### config.mk
export PLATFORM = sky130hd
export DESIGN_NAME = board_mem_arbiter
export DESIGN_NICKNAME = d
export VERILOG_FILES = /design/src/rtl/board_mem_arbiter.sv
export SDC_FILE = /design/constraint.sdc
export NUM_CORES = 1
export LEC_CHECK = 0
export BUFFER_PORTS_ARGS = -buffer_cell sky130_fd_sc_hd__buf_2
export CAP_MARGIN = 40
export CORE_AREA = 2 2 73 75
export CTS_CLUSTER_DIAMETER = 150
export DETAILED_ROUTE_END_ITERATION = 16
export DIE_AREA = 0 0 75 77
export HOLD_SLACK_MARGIN = 0.1
export PLACE_DENSITY = 0.79
export REMOVE_ABC_BUFFERS = 1
export SLEW_MARGIN = 25
export SYNTH_ARGS = -nofsm -noshare
export SYNTH_HDL_FRONTEND = slang
export SYNTH_SLANG_ARGS = --single-unit
### constraint.sdc
create_clock -name clk -period 1.62 [get_ports clk]
set_input_delay 0.162 -clock clk [delete_from_list [all_inputs] [get_ports clk]]
set_output_delay 0.162 -clock clk [all_outputs]
set_load 0.1 [all_outputs]
### src/rtl/board_mem_arbiter.sv
// Board RAM arbiter: fixed-priority render, round-robin check/place with bounded locks.
// Define BOARD_ARB_STATS_EN to add the saturating stall_cnt output.
module board_mem_arbiter #(
  parameter int ROWS     = 20,
  parameter int ADDR_W   = 5,
  parameter int DATA_W   = 30,
  parameter int LOCK_MAX = 4
) (
  input  logic              clk,
  input  logic              reset,
  input  logic [2:0]        req,
  input  logic [2:0]        we,
  input  logic [2:1]        lock,
  input  logic [ADDR_W-1:0] addr0,
  input  logic [ADDR_W-1:0] addr1,
  input  logic [ADDR_W-1:0] addr2,
  input  logic [DATA_W-1:0] wdata1,
  input  logic [DATA_W-1:0] wdata2,
  output logic [2:0]        gnt,
  output logic [2:0]        rvalid,
  output logic [DATA_W-1:0] rdata,
  output logic              mem_en,
  output logic              mem_we,
  output logic [ADDR_W-1:0] mem_addr,
  output logic [DATA_W-1:0] mem_wdata,
  input  logic [DATA_W-1:0] mem_rdata
`ifdef BOARD_ARB_STATS_EN
  ,
  output logic [15:0]       stall_cnt
`endif
);

  localparam int CNT_W = $clog2(LOCK_MAX + 1);

  typedef enum logic {
    S_ARB,
    S_LOCK
  } state_t;

  state_t     state_q, state_d;
  logic       owner_q, owner_d;
  logic       rr_q, rr_d;
  logic [CNT_W-1:0] cnt_q, cnt_d;

  logic       own_req, own_lock;
  logic       held, cnt_max;
  logic       xfer1, xfer2;
  logic [2:0] we_eff;
  logic [2:0] rd;
  logic       we_sel;
  logic       in_range;
  logic       xfer;
  logic       zero_q;
  logic [ADDR_W-1:0] addr_sel;
  logic [DATA_W-1:0] wdata_sel;
  logic       unused_we0;

  assign unused_we0 = we[0];
  assign we_eff     = {we[2:1], 1'b0};

  assign own_req  = owner_q ? req[2] : req[1];
  assign own_lock = owner_q ? lock[2] : lock[1];
  assign held     = (state_q == S_LOCK) && own_req && own_lock;
  assign cnt_max  = cnt_q >= CNT_W'(LOCK_MAX);

  // owner=0 is check, owner=1 is place; rr=1 means place served last
  always_comb begin
    gnt = 3'b000;
    if (held && !(cnt_max && req[0])) begin
      gnt = owner_q ? 3'b100 : 3'b010;
    end else if (held) begin
      gnt = 3'b001;
    end else if (req[0]) begin
      gnt = 3'b001;
    end else if (req[1] && req[2]) begin
      gnt = rr_q ? 3'b010 : 3'b100;
    end else if (req[1]) begin
      gnt = 3'b010;
    end else if (req[2]) begin
      gnt = 3'b100;
    end
  end

  assign xfer1 = req[1] & gnt[1];
  assign xfer2 = req[2] & gnt[2];

  always_comb begin
    state_d = S_ARB;
    owner_d = owner_q;
    rr_d    = rr_q;
    cnt_d   = '0;
    if (xfer1 || xfer2) begin
      rr_d = xfer2;
      if (xfer2 ? lock[2] : lock[1]) begin
        state_d = S_LOCK;
        if (held && (owner_q == xfer2)) begin
          cnt_d = cnt_max ? cnt_q : cnt_q + CNT_W'(1);
        end else begin
          owner_d = xfer2;
          cnt_d   = CNT_W'(1);
        end
      end
    end
  end

  always_ff @(posedge clk or negedge reset) begin
    if (!reset) begin
      state_q <= S_ARB;
      owner_q <= 1'b0;
      rr_q    <= 1'b1;
      cnt_q   <= '0;
    end else begin
      state_q <= state_d;
      owner_q <= owner_d;
      rr_q    <= rr_d;
      cnt_q   <= cnt_d;
    end
  end

  always_comb begin
    addr_sel  = '0;
    wdata_sel = '0;
    we_sel    = 1'b0;
    unique case (1'b1)
      gnt[0]: begin
        addr_sel = addr0;
      end
      gnt[1]: begin
        addr_sel  = addr1;
        wdata_sel = wdata1;
        we_sel    = we_eff[1];
      end
      gnt[2]: begin
        addr_sel  = addr2;
        wdata_sel = wdata2;
        we_sel    = we_eff[2];
      end
      default: begin
        addr_sel = '0;
      end
    endcase
  end

  assign in_range  = 32'(addr_sel) < ROWS;
  assign xfer      = |(req & gnt);
  assign mem_en    = xfer & in_range;
  assign mem_we    = xfer & we_sel;
  assign mem_addr  = addr_sel;
  assign mem_wdata = wdata_sel;
  assign rd        = req & gnt & ~we_eff;

  // out-of-range reads never touch the RAM, so their data is forced to zero
  always_ff @(posedge clk or negedge reset) begin
    if (!reset) begin
      rvalid <= 3'b000;
      zero_q <= 1'b0;
    end else begin
      rvalid <= rd;
      zero_q <= (|rd) & ~in_range;
    end
  end

  assign rdata = zero_q ? '0 : mem_rdata;

`ifdef BOARD_ARB_STATS_EN
  always_ff @(posedge clk or negedge reset) begin
    if (!reset) begin
      stall_cnt <= 16'h0000;
    end else if ((|(req & ~gnt)) && (stall_cnt != 16'hFFFF)) begin
      stall_cnt <= stall_cnt + 16'h0001;
    end
  end
`endif

endmodule

==> reports/metrics.yaml, run 1 <==
outcome: "complete, but fails checks"
violations: "negative setup slack"
fin_ws_ns: -0.645
slowest_stage: "dfrtp_1"
die_h_um: 77
cts_buffer_depth: 2
pwr-share-seq_pct: 7.3
final_util_pct: 74.4
setup_tns_ns: -22.13
via_per_inst: 4.87
layout_commonest_cell: "buf_2"
dp_hpwl_mm: 5.67
clkSlewWorstSetupHoldPaths_ns: 0.05
cts_buffers: 3
synth_warnings: 0
die_x_um: 75
cp_max_fo: 4
grt_pass1_wl_mm: 10.5
syn_avg_cell_area_um2: 8.20
yosysSeqAreaShare_pct: 21.5
final_max_slew_viol_count: 0
slew_headroom_pct: 66.5
cpPeakStageDelay_ns: 0.41
start_util_pct: 23.6
max_slew.worst_pin.slew_ns: 0.506
grt_pass1_vias: 2187
sw_frac_of_total_pct: 56.8
rsz0062_at_grt: "yes"
insertion_delay_ns: 0.25
irDropWorstVdd_uv: 880
grt_max_degree: 31
drive_gt1_share_pct: 67.4
required_ns: 1.46
postPlaceCellArea_um2: 3390
ff_latch_area_um2: 253
first_pass_iters: 4
wl_per_cell_um: 16.6
leakage_nw: 1.86
synthCells: 143
drtIter0Drc: 80
finalWeightedCongestion: 0.826
core_um2: 4980
hold_viol: 0
ant_nets: 0
rows: 26
wl_mm: 7.18
synthesis.area_um2: 1170
multi_input_area_um2: 867
area_delta_synth_final_pct: 216
grt-ovfl-total: 0
cts.root.buffer_cell: "clkbuf_8"
combPwrFrac_pct: 85.7
crit_chain: "nand3b_1 -> o21a_2 -> buf_4 -> o31ai_1 -> a221oi_1 -> a22o_1 -> buf_12"
cap_violations: 0
stdcell_area_um2: 3700
cts_sinks: 10
crit_arrival_ns: 2.10
total_power_w: 0.00469
switchingPower_w: 0.00266
synth-seq-cells: 10
cts-htree-levels: 1
fin_crit_sh_pct: 140
pin_count: 188
fillers: 337
max_freq_mhz: 441
final_cell_mix: "buf_2 (116), buf_12 (73), a22o_1 (32)"
hp-class: "in -> reg"
antenna_found_initial: 0
clkPwrFrac_pct: 7.0
p_per_area_nw_per_um2: 1270
fin_worst_skew_ns: 0.00303
antennaDiodeCount: 0
synth_edf_count: 0
min_period_ns: 2.27
dr_total_vias: 2102
nets: 480
crit_type: "reg -> out"
drc: 0
end_kind: "output port"
yosysUniqueCellTypes: 35
grt_usage_pct: 23.5
synth_ff_type: "dfrtp_1"
cts_tree: "built"
internal_power_w: 0.00203
synthArstFlopShare_pct: 100
setup_violations: 44
port_buffers: 186
dieArea_um2: 5780
critPathLaunchType: "flip-flop"
[stage by stage]
| stage | hold slack, ns | std cells | worst slack (ns) |
|---|---|---|---|
| 3_5_place_dp | 0.0320 | 413 | -0.391 |
| 5_1_grt | 0.261 | 432 | -0.753 |
| 6_report | 0.242 | 432 | -0.645 |
| 3_3_place_gp | 0.0295 | 413 | -0.316 |
| 2_1_floorplan | -0.134 | 131 | -2.10 |
| 4_1_cts | 0.241 | 426 | -0.595 |
[state kept, by name, summed over array words and instances (netlist names)]
register  count
rr_q          1
cnt_q         3
rvalid        3
state_q       1
owner_q       1
zero_q        1
[layout make-up]
cell class,count,area share [%]
Timing Repair Buffer,227,64.8
Multi-Input combinational cell,110,23.4
Sequential cell,10,6.82
Tap cell,70,2.36
Clock buffer,4,1.49
Inverter,11,1.11
[Yosys cell counts, types with 2 or more instances]
master | n | share of area, %
a211oi_1 | 2 | 1.3
a221oi_1 | 2 | 1.5
a222oi_1 | 4 | 3.4
a22o_1 | 34 | 25
buf_2 | 4 | 1.7
buf_4 | 2 | 1.3
buf_6 | 2 | 1.9
clkbuf_1 | 4 | 1.3
dfrtp_1 | 9 | 19
ha_1 | 2 | 2.1
inv_1 | 11 | 3.5
nand2_1 | 7 | 2.2
nand2b_1 | 3 | 1.6
nand3_1 | 2 | 0.85
nand3b_1 | 2 | 1.3
nor2_1 | 4 | 1.3
nor2b_1 | 31 | 17
[power by group through the flow]
stage,Sequential (W),Combinational (W),Clock (W)
global route,0.000348,0.00414,0.000340
finish,0.000343,0.00402,0.000326
detailed placement,0.000341,0.00377,0
floorplan,0.000396,0.00221,0
CTS,0.000339,0.00396,0.000320
global placement,0.000334,0.00373,0
[critical path, delay by kind of cell (launching register included)]
family | cells | cell delay (ns)
AND/OR/NAND/NOR | 1 | 0.27
AO/OA/AOI/OAI | 4 | 0.83
buffers and inverters | 2 | 0.33
flip-flops | 1 | 0.41
[routing by layer]
| layer | share of wire (%) | GRT usage, % | vias up |
|---|---|---|---|
| li1 | - | - | 962 |
| met1 | 33 | 24.2 | 978 |
| met2 | 55 | 43.8 | 145 |
| met3 | 9.9 | 6.44 | 17 |
| met4 | 2.4 | 8.04 | 0 |
| met5 | 0 | 0 | - |
[repair_timing]
item / 4_1_cts / 5_1_grt
buffers inserted: 7 / 6
hold endpoints to repair: 10 / 0
hold buffers: 1 / 0
pin swaps: 9 / 1
resized for setup: 16 / 9
endpoints found under the setup margin: 44 / 45
gates cloned: 1 / 0
[kinds of logic (layout without fill, tap and decap cells)]
group	after synthesis	after routing	synth area share, %
AOI/OAI and AO/OA	52	52	38.3
adders and majority gates	2	2	2.13
and+or+nand+nor	54	54	26.8
xor gates and xnor gates	1	1	0.747
DFF	10	10	21.5
buffers and inverters	23	242	9.71
muxes	1	1	0.854
[worst paths after layout]
path | endpoint | startpoint | cells after the start | slack, ns
worst max-delay path | mem_en | owner_q$_DFFE_PN0P_ | 7 | -0.65
worst min-delay path | rvalid[2]$_DFF_PN0_ | we[2] | 3 | 0.24
worst max register to register | zero_q$_DFF_PN0_ | owner_q$_DFFE_PN0P_ | 9 | -0.47
worst min register to register | rr_q$_DFFE_PN1P_ | rr_q$_DFFE_PN1P_ | 2 | 0.55
max in group asynchronous | rr_q$_DFFE_PN1P_ | reset | 2 | 1.03
min in group asynchronous | cnt_q[1]$_DFFE_PN0P_ | reset | 2 | 0.33
(Power assumes the default switching activity.)
==> run 2: changes to the inputs <==
Settings changed: CORE_AREA 2 2 73 75 to default, CORE_MARGIN from default to 5, CORE_UTILIZATION from default to 26, DIE_AREA 0 0 75 77 to default, PLACE_DENSITY 0.79 to 0.85.
==> reports/metrics.yaml, run 2 (synthesized netlist as in run 1, its figures left out) <==
dp_slack_ns: -0.430
cts.root.buffer_cell: "clkbuf_8"
outcome: "complete, but fails checks"
grt_max_degree: 31
reg2regPathDepth: 7
violations: "negative setup slack"
crit_type: "reg -> out"
rows: 24
nets: 479
cts_tree: "built"
rsz0062_at_grt: "yes"
grt_usage_pct: 25.3
core_um2: 4350
hp-class: "in -> reg"
total_power_w: 0.00487
antenna_found_initial: 1
reg_top3: "cnt_q: 3 flops, rvalid: 3 flops"
drtIter0Drc: 93
critPathLaunchType: "flip-flop"
dr_total_vias: 2192
cts-htree-levels: 1
drive_gt1_share_pct: 72.9
cts_buffers: 3
leakage_nw: 1.97
finalWeightedCongestion: 0.803
dieArea_um2: 5950
wl_per_cell_um: 21.6
layout_commonest_cell: "buf_2"
slew_headroom_pct: 67.4
hold_viol: 0
setup_violations: 46
clkSlewWorstSetupHoldPaths_ns: 0.05
pin_count: 188
grt_pass1_vias: 2359
drc: 0
via_per_inst: 5.29
fin_worst_skew_ns: 0.00152
final_util_pct: 89.6
grt_pass1_wl_mm: 11.9
fin_ws_ns: -0.662
cts_sinks: 10
hold_ws_ns: 0.158
crit_arrival_ns: 2.12
cp_max_fo: 6
irDropWorstVdd_uv: 848
die_h_um: 77.2
cap_violations: 0
required_ns: 1.46
fin_crit_sh_pct: 141
grt-ovfl-total: 0
min_path_cells: 2
min_period_ns: 2.28
cts_buffer_depth: 2
final_cell_mix: "buf_2 (116), buf_12 (75), nor2b_1 (31)"
port_buffers: 186
holdCritStartpoint: "we[1]"
insertion_delay_ns: 0.24
max_freq_mhz: 438
end_kind: "output port"
worstSetupStartpoint: "rr_q$_DFFE_PN1P_"
die_x_um: 77.2
area_delta_synth_final_pct: 233
ant_nets: 0
p_per_area_nw_per_um2: 1250
final_max_slew_viol_count: 0
dp_hpwl_mm: 6.59
r2r_start: "rr_q$_DFFE_PN1P_"
max_slew.worst_pin.slew_ns: 0.492
start_util_pct: 26.9
wl_mm: 8.94
first_pass_iters: 6
## run 2: final timing paths
path                                        endpoint  slack [ns]
worst max-delay path                          mem_en       -0.66
worst min-delay path             rvalid[1]$_DFF_PN0_        0.16
worst max register to register      zero_q$_DFF_PN0_       -0.27
worst min register to register      rr_q$_DFFE_PN1P_        0.55
max in group asynchronous           rr_q$_DFFE_PN1P_        1.04
min in group asynchronous       cnt_q[2]$_DFFE_PN0P_        0.33
## run 2: what timing repair did
item,4_1_cts,5_1_grt
setup buffers,8,10
pin swaps,24,22
gates cloned,1,1
gates resized for setup,20,37
hold buffers,1,0
endpoints found under the setup margin,44,43
endpoints found under the hold margin,10,0
## run 2: area by class of cell
type,instances,area (um^2)
well taps,52,65.1
fillers,187,454
inverters,11,43.8
diodes,1,2.50
multi-input cells,110,1050
flip-flops and latches,10,253
clock buffers,4,55.1
repair buffers,226,2430
## run 2: metrics by stage
| step | std cells | instance area, um^2 | setup TNS (ns) |
|---|---|---|---|
| final | 414 | 3900 | -23.87 |
| after global routing | 414 | 3900 | -27.21 |
| after CTS | 405 | 3600 | -19.70 |
| after detailed placement | 391 | 3340 | -14.78 |
| after global placement | 391 | 3340 | -10.94 |
| after floorplan | 131 | 1100 | -95.10 |
## run 2: where the power goes
part / total [W] / internal, W / leakage [nW] / switching [W]
clock network: 0.000315 / 0.000214 / 0.0288 / 0.000101
registers: 0.000334 / 0.000302 / 0.128 / 0.0000326
logic: 0.00422 / 0.00160 / 1.81 / 0.00262
total: 0.00487 / 0.00212 / 1.97 / 0.00275
## run 2: critical path, stage by stage, from the launching register on
cell,delay [ns]
dfstp_2,0.54
a21o_1,0.17
nand3b_1,0.12
and4_4,0.23
a222oi_1,0.34
a22o_1,0.28
buf_12,0.19
## run 2: routing by layer
| layer | global-route usage (%) | share of wire (%) |
|---|---|---|
| met5 | 0 | 0 |
| met3 | 10.9 | 11 |
| met2 | 47.1 | 53 |
| met4 | 13.6 | 4.6 |
| met1 | 22.4 | 31 |
==> run 3: changes to the inputs <==
--- a/config.mk
+++ b/config.mk
@@ -7,2 +7,3 @@
 export LEC_CHECK = 0
+export ABC_AREA = 1
 export BUFFER_PORTS_ARGS = -buffer_cell sky130_fd_sc_hd__buf_2
@@ -10,3 +11,3 @@
 export CORE_MARGIN = 5
-export CORE_UTILIZATION = 26
+export CORE_UTILIZATION = 27
 export CTS_CLUSTER_DIAMETER = 150
@@ -14,4 +15,5 @@
 export HOLD_SLACK_MARGIN = 0.1
-export PLACE_DENSITY = 0.85
+export PLACE_DENSITY = 0.86
 export REMOVE_ABC_BUFFERS = 1
+export SKIP_LAST_GASP = 1
 export SLEW_MARGIN = 25
==> constraint.sdc (replaced) <==
create_clock -name clk -period 1.62 [get_ports clk]
set_input_delay 0.405 -clock clk [delete_from_list [all_inputs] [get_ports clk]]
set_output_delay 0.405 -clock clk [all_outputs]
set_load 0.1 [all_outputs]
==> reports/metrics.yaml, run 3 <==
outcome: "complete, but fails checks"
violations: "negative setup slack"
yosysUniqueCellTypes: 27
final_max_slew_viol_count: 0
hold_viol: 0
dp_slack_ns: -0.676
end_kind: "output port"
yosys.area.top_type: "a22o_1"
postPlaceCellArea_um2: 3340
core_um2: 4380
die_x_um: 77.6
drtIter0Drc: 128
die_h_um: 77.6
crit_arrival_ns: 2.03
cts.root.buffer_cell: "clkbuf_8"
cts_sinks: 10
synth_top_area_share_pct: 22.0
cts-htree-levels: 1
cp_max_fo: 9
synth_edf_count: 0
start_util_pct: 28.1
rsz0062_at_grt: "yes"
area_delta_synth_final_pct: 244
wl_per_cell_um: 25.5
antennaDiodeCount: 0
insertion_delay_ns: 0.25
total_power_w: 0.00905
synthTopCellsByArea: "a22o_1 (22%), dfrtp_1 (18%), nor2_1 (12%)"
grt_pass1_wl_mm: 13.4
min_period_ns: 2.44
synthCells: 191
synth_ff_type: "dfrtp_1"
dp_hpwl_mm: 6.10
cts_buffer_depth: 2
synth_warnings: 0
nets: 523
setup_violations: 68
wl_mm: 11.7
yosysMostFrequentCell: "nor2_1"
cap_violations: 0
met1_usage_pct: 28.5
cts_buffers: 3
finalWeightedCongestion: 0.824
grt_pass1_vias: 2491
grt_use_met3_pct: 9.14
leakage_nw: 2.19
cpPeakStageDelay_ns: 0.42
final_cell_mix: "buf_2 (116), buf_12 (74), inv_1 (36)"
irDropWorstVdd_uv: 1700
slew_headroom_pct: 66.5
final_util_pct: 96.8
dieArea_um2: 6020
max_freq_mhz: 411
rows: 24
fin_ws_ns: -0.815
grt_max_degree: 31
max_slew.worst_pin.slew_ns: 0.507
dr_total_vias: 2532
pin_count: 188
syn_avg_cell_area_um2: 6.45
first_pass_iters: 6
port_buffers: 186
critPathLaunchType: "flip-flop"
grt_usage_pct: 28.0
crit_type: "reg -> out"
met2_usage_pct: 54.0
grt-ovfl-total: 0
via_per_inst: 5.54
top_usage_layer: "met2"
stdcell_area_um2: 4240
required_ns: 1.21
antenna_found_initial: 0
drc: 0
reg_top3: "cnt_q: 3 flops, rvalid: 3 flops"
hp-class: "in -> reg"
yosysSeqAreaShare_pct: 20.4
fin_crit_sh_pct: 150
synthArstFlopShare_pct: 100
drive_gt1_share_pct: 76.8
fin_worst_skew_ns: 0.00406
p_per_area_nw_per_um2: 2130
cpLargestDelayFamily: "buffers and inverters"
yosys-top-cells-count: "nor2_1 (41), inv_1 (40), a22o_1 (31)"
clkSlewWorstSetupHoldPaths_ns: 0.05
crit_chain: "buf_6 -> nand2_8 -> nand3_4 -> inv_2 -> nand3_2 -> nand2_4 -> clkinv_8 -> clkbuf_16 -> a22o_4 -> buf_12"
crit_buf_inv: 5
synthesis.area_um2: 1230
layout_commonest_cell: "buf_2"
synth-seq-cells: 10
slowest_stage: "dfrtp_1"
cts_tree: "built"
ant_nets: 0
[run 3: path summary, 6_finish.rpt]
| check | from | endpoint | slack, ns | depth (start not counted) |
|---|---|---|---|---|
| min reg2reg | cnt_q[2]$_DFFE_PN0P_ | cnt_q[1]$_DFFE_PN0P_ | 0.65 | 2 |
| max reg2reg | owner_q$_DFFE_PN0P_ | zero_q$_DFF_PN0_ | -0.28 | 13 |
| min | we[1] | rvalid[1]$_DFF_PN0_ | 0.35 | 2 |
| min in group asynchronous | reset | cnt_q[1]$_DFFE_PN0P_ | 0.57 | 2 |
| max in group asynchronous | reset | rr_q$_DFFE_PN1P_ | 0.79 | 2 |
| max | owner_q$_DFFE_PN0P_ | mem_wdata[28] | -0.82 | 10 |
[run 3: cell families after synthesis]
family,count (synthesis),synth area share (%)
buf+inv,54,20.2
fa+ha+maj,2,2.03
compound gates,38,26.5
xor+xnor,1,0.711
flops,10,20.4
simple gates,86,30.2
[run 3: through the flow]
| stage | TNS, ns | hold slack, ns | std cells |
|---|---|---|---|
| global placement | -19.30 | 0.269 | 434 |
| detailed placement | -21.48 | 0.276 | 434 |
| floorplan | -68.31 | 0.109 | 180 |
| global route | -35.00 | 0.347 | 457 |
| finish | -31.87 | 0.346 | 457 |
| CTS | -24.52 | 0.351 | 449 |
[run 3: cell type report]
cell class,count,area (um^2)
well taps,52,65.1
clock buffers,4,45.0
fillers,79,140
inverters,43,181
flip-flops and latches,10,253
multi-input cells,127,1270
repair buffers,221,2430
[run 3: metal layers]
| layer | vias to the layer above | wire (um) | part of all wire (%) |
|---|---|---|---|
| li1 | 1038 | - | - |
| met1 | 1195 | 3620 | 31 |
| met2 | 238 | 6070 | 52 |
| met3 | 61 | 1220 | 10 |
| met4 | 0 | 765 | 6.6 |
| met5 | - | 0 | 0 |
[run 3: report_power, final]
group | switching (W) | internal, W
logic | 0.00529 | 0.00307
clock network | 0.000110 | 0.000173
registers | 0.0000811 | 0.000324
[run 3: timing repair]
item,in CTS,in global routing
resized for setup,69,71
hold buffers,1,0
pin swaps,33,22
endpoints found under the hold margin,9,0
setup buffers,7,4
setup endpoints to repair,73,74
gates cloned,3,4
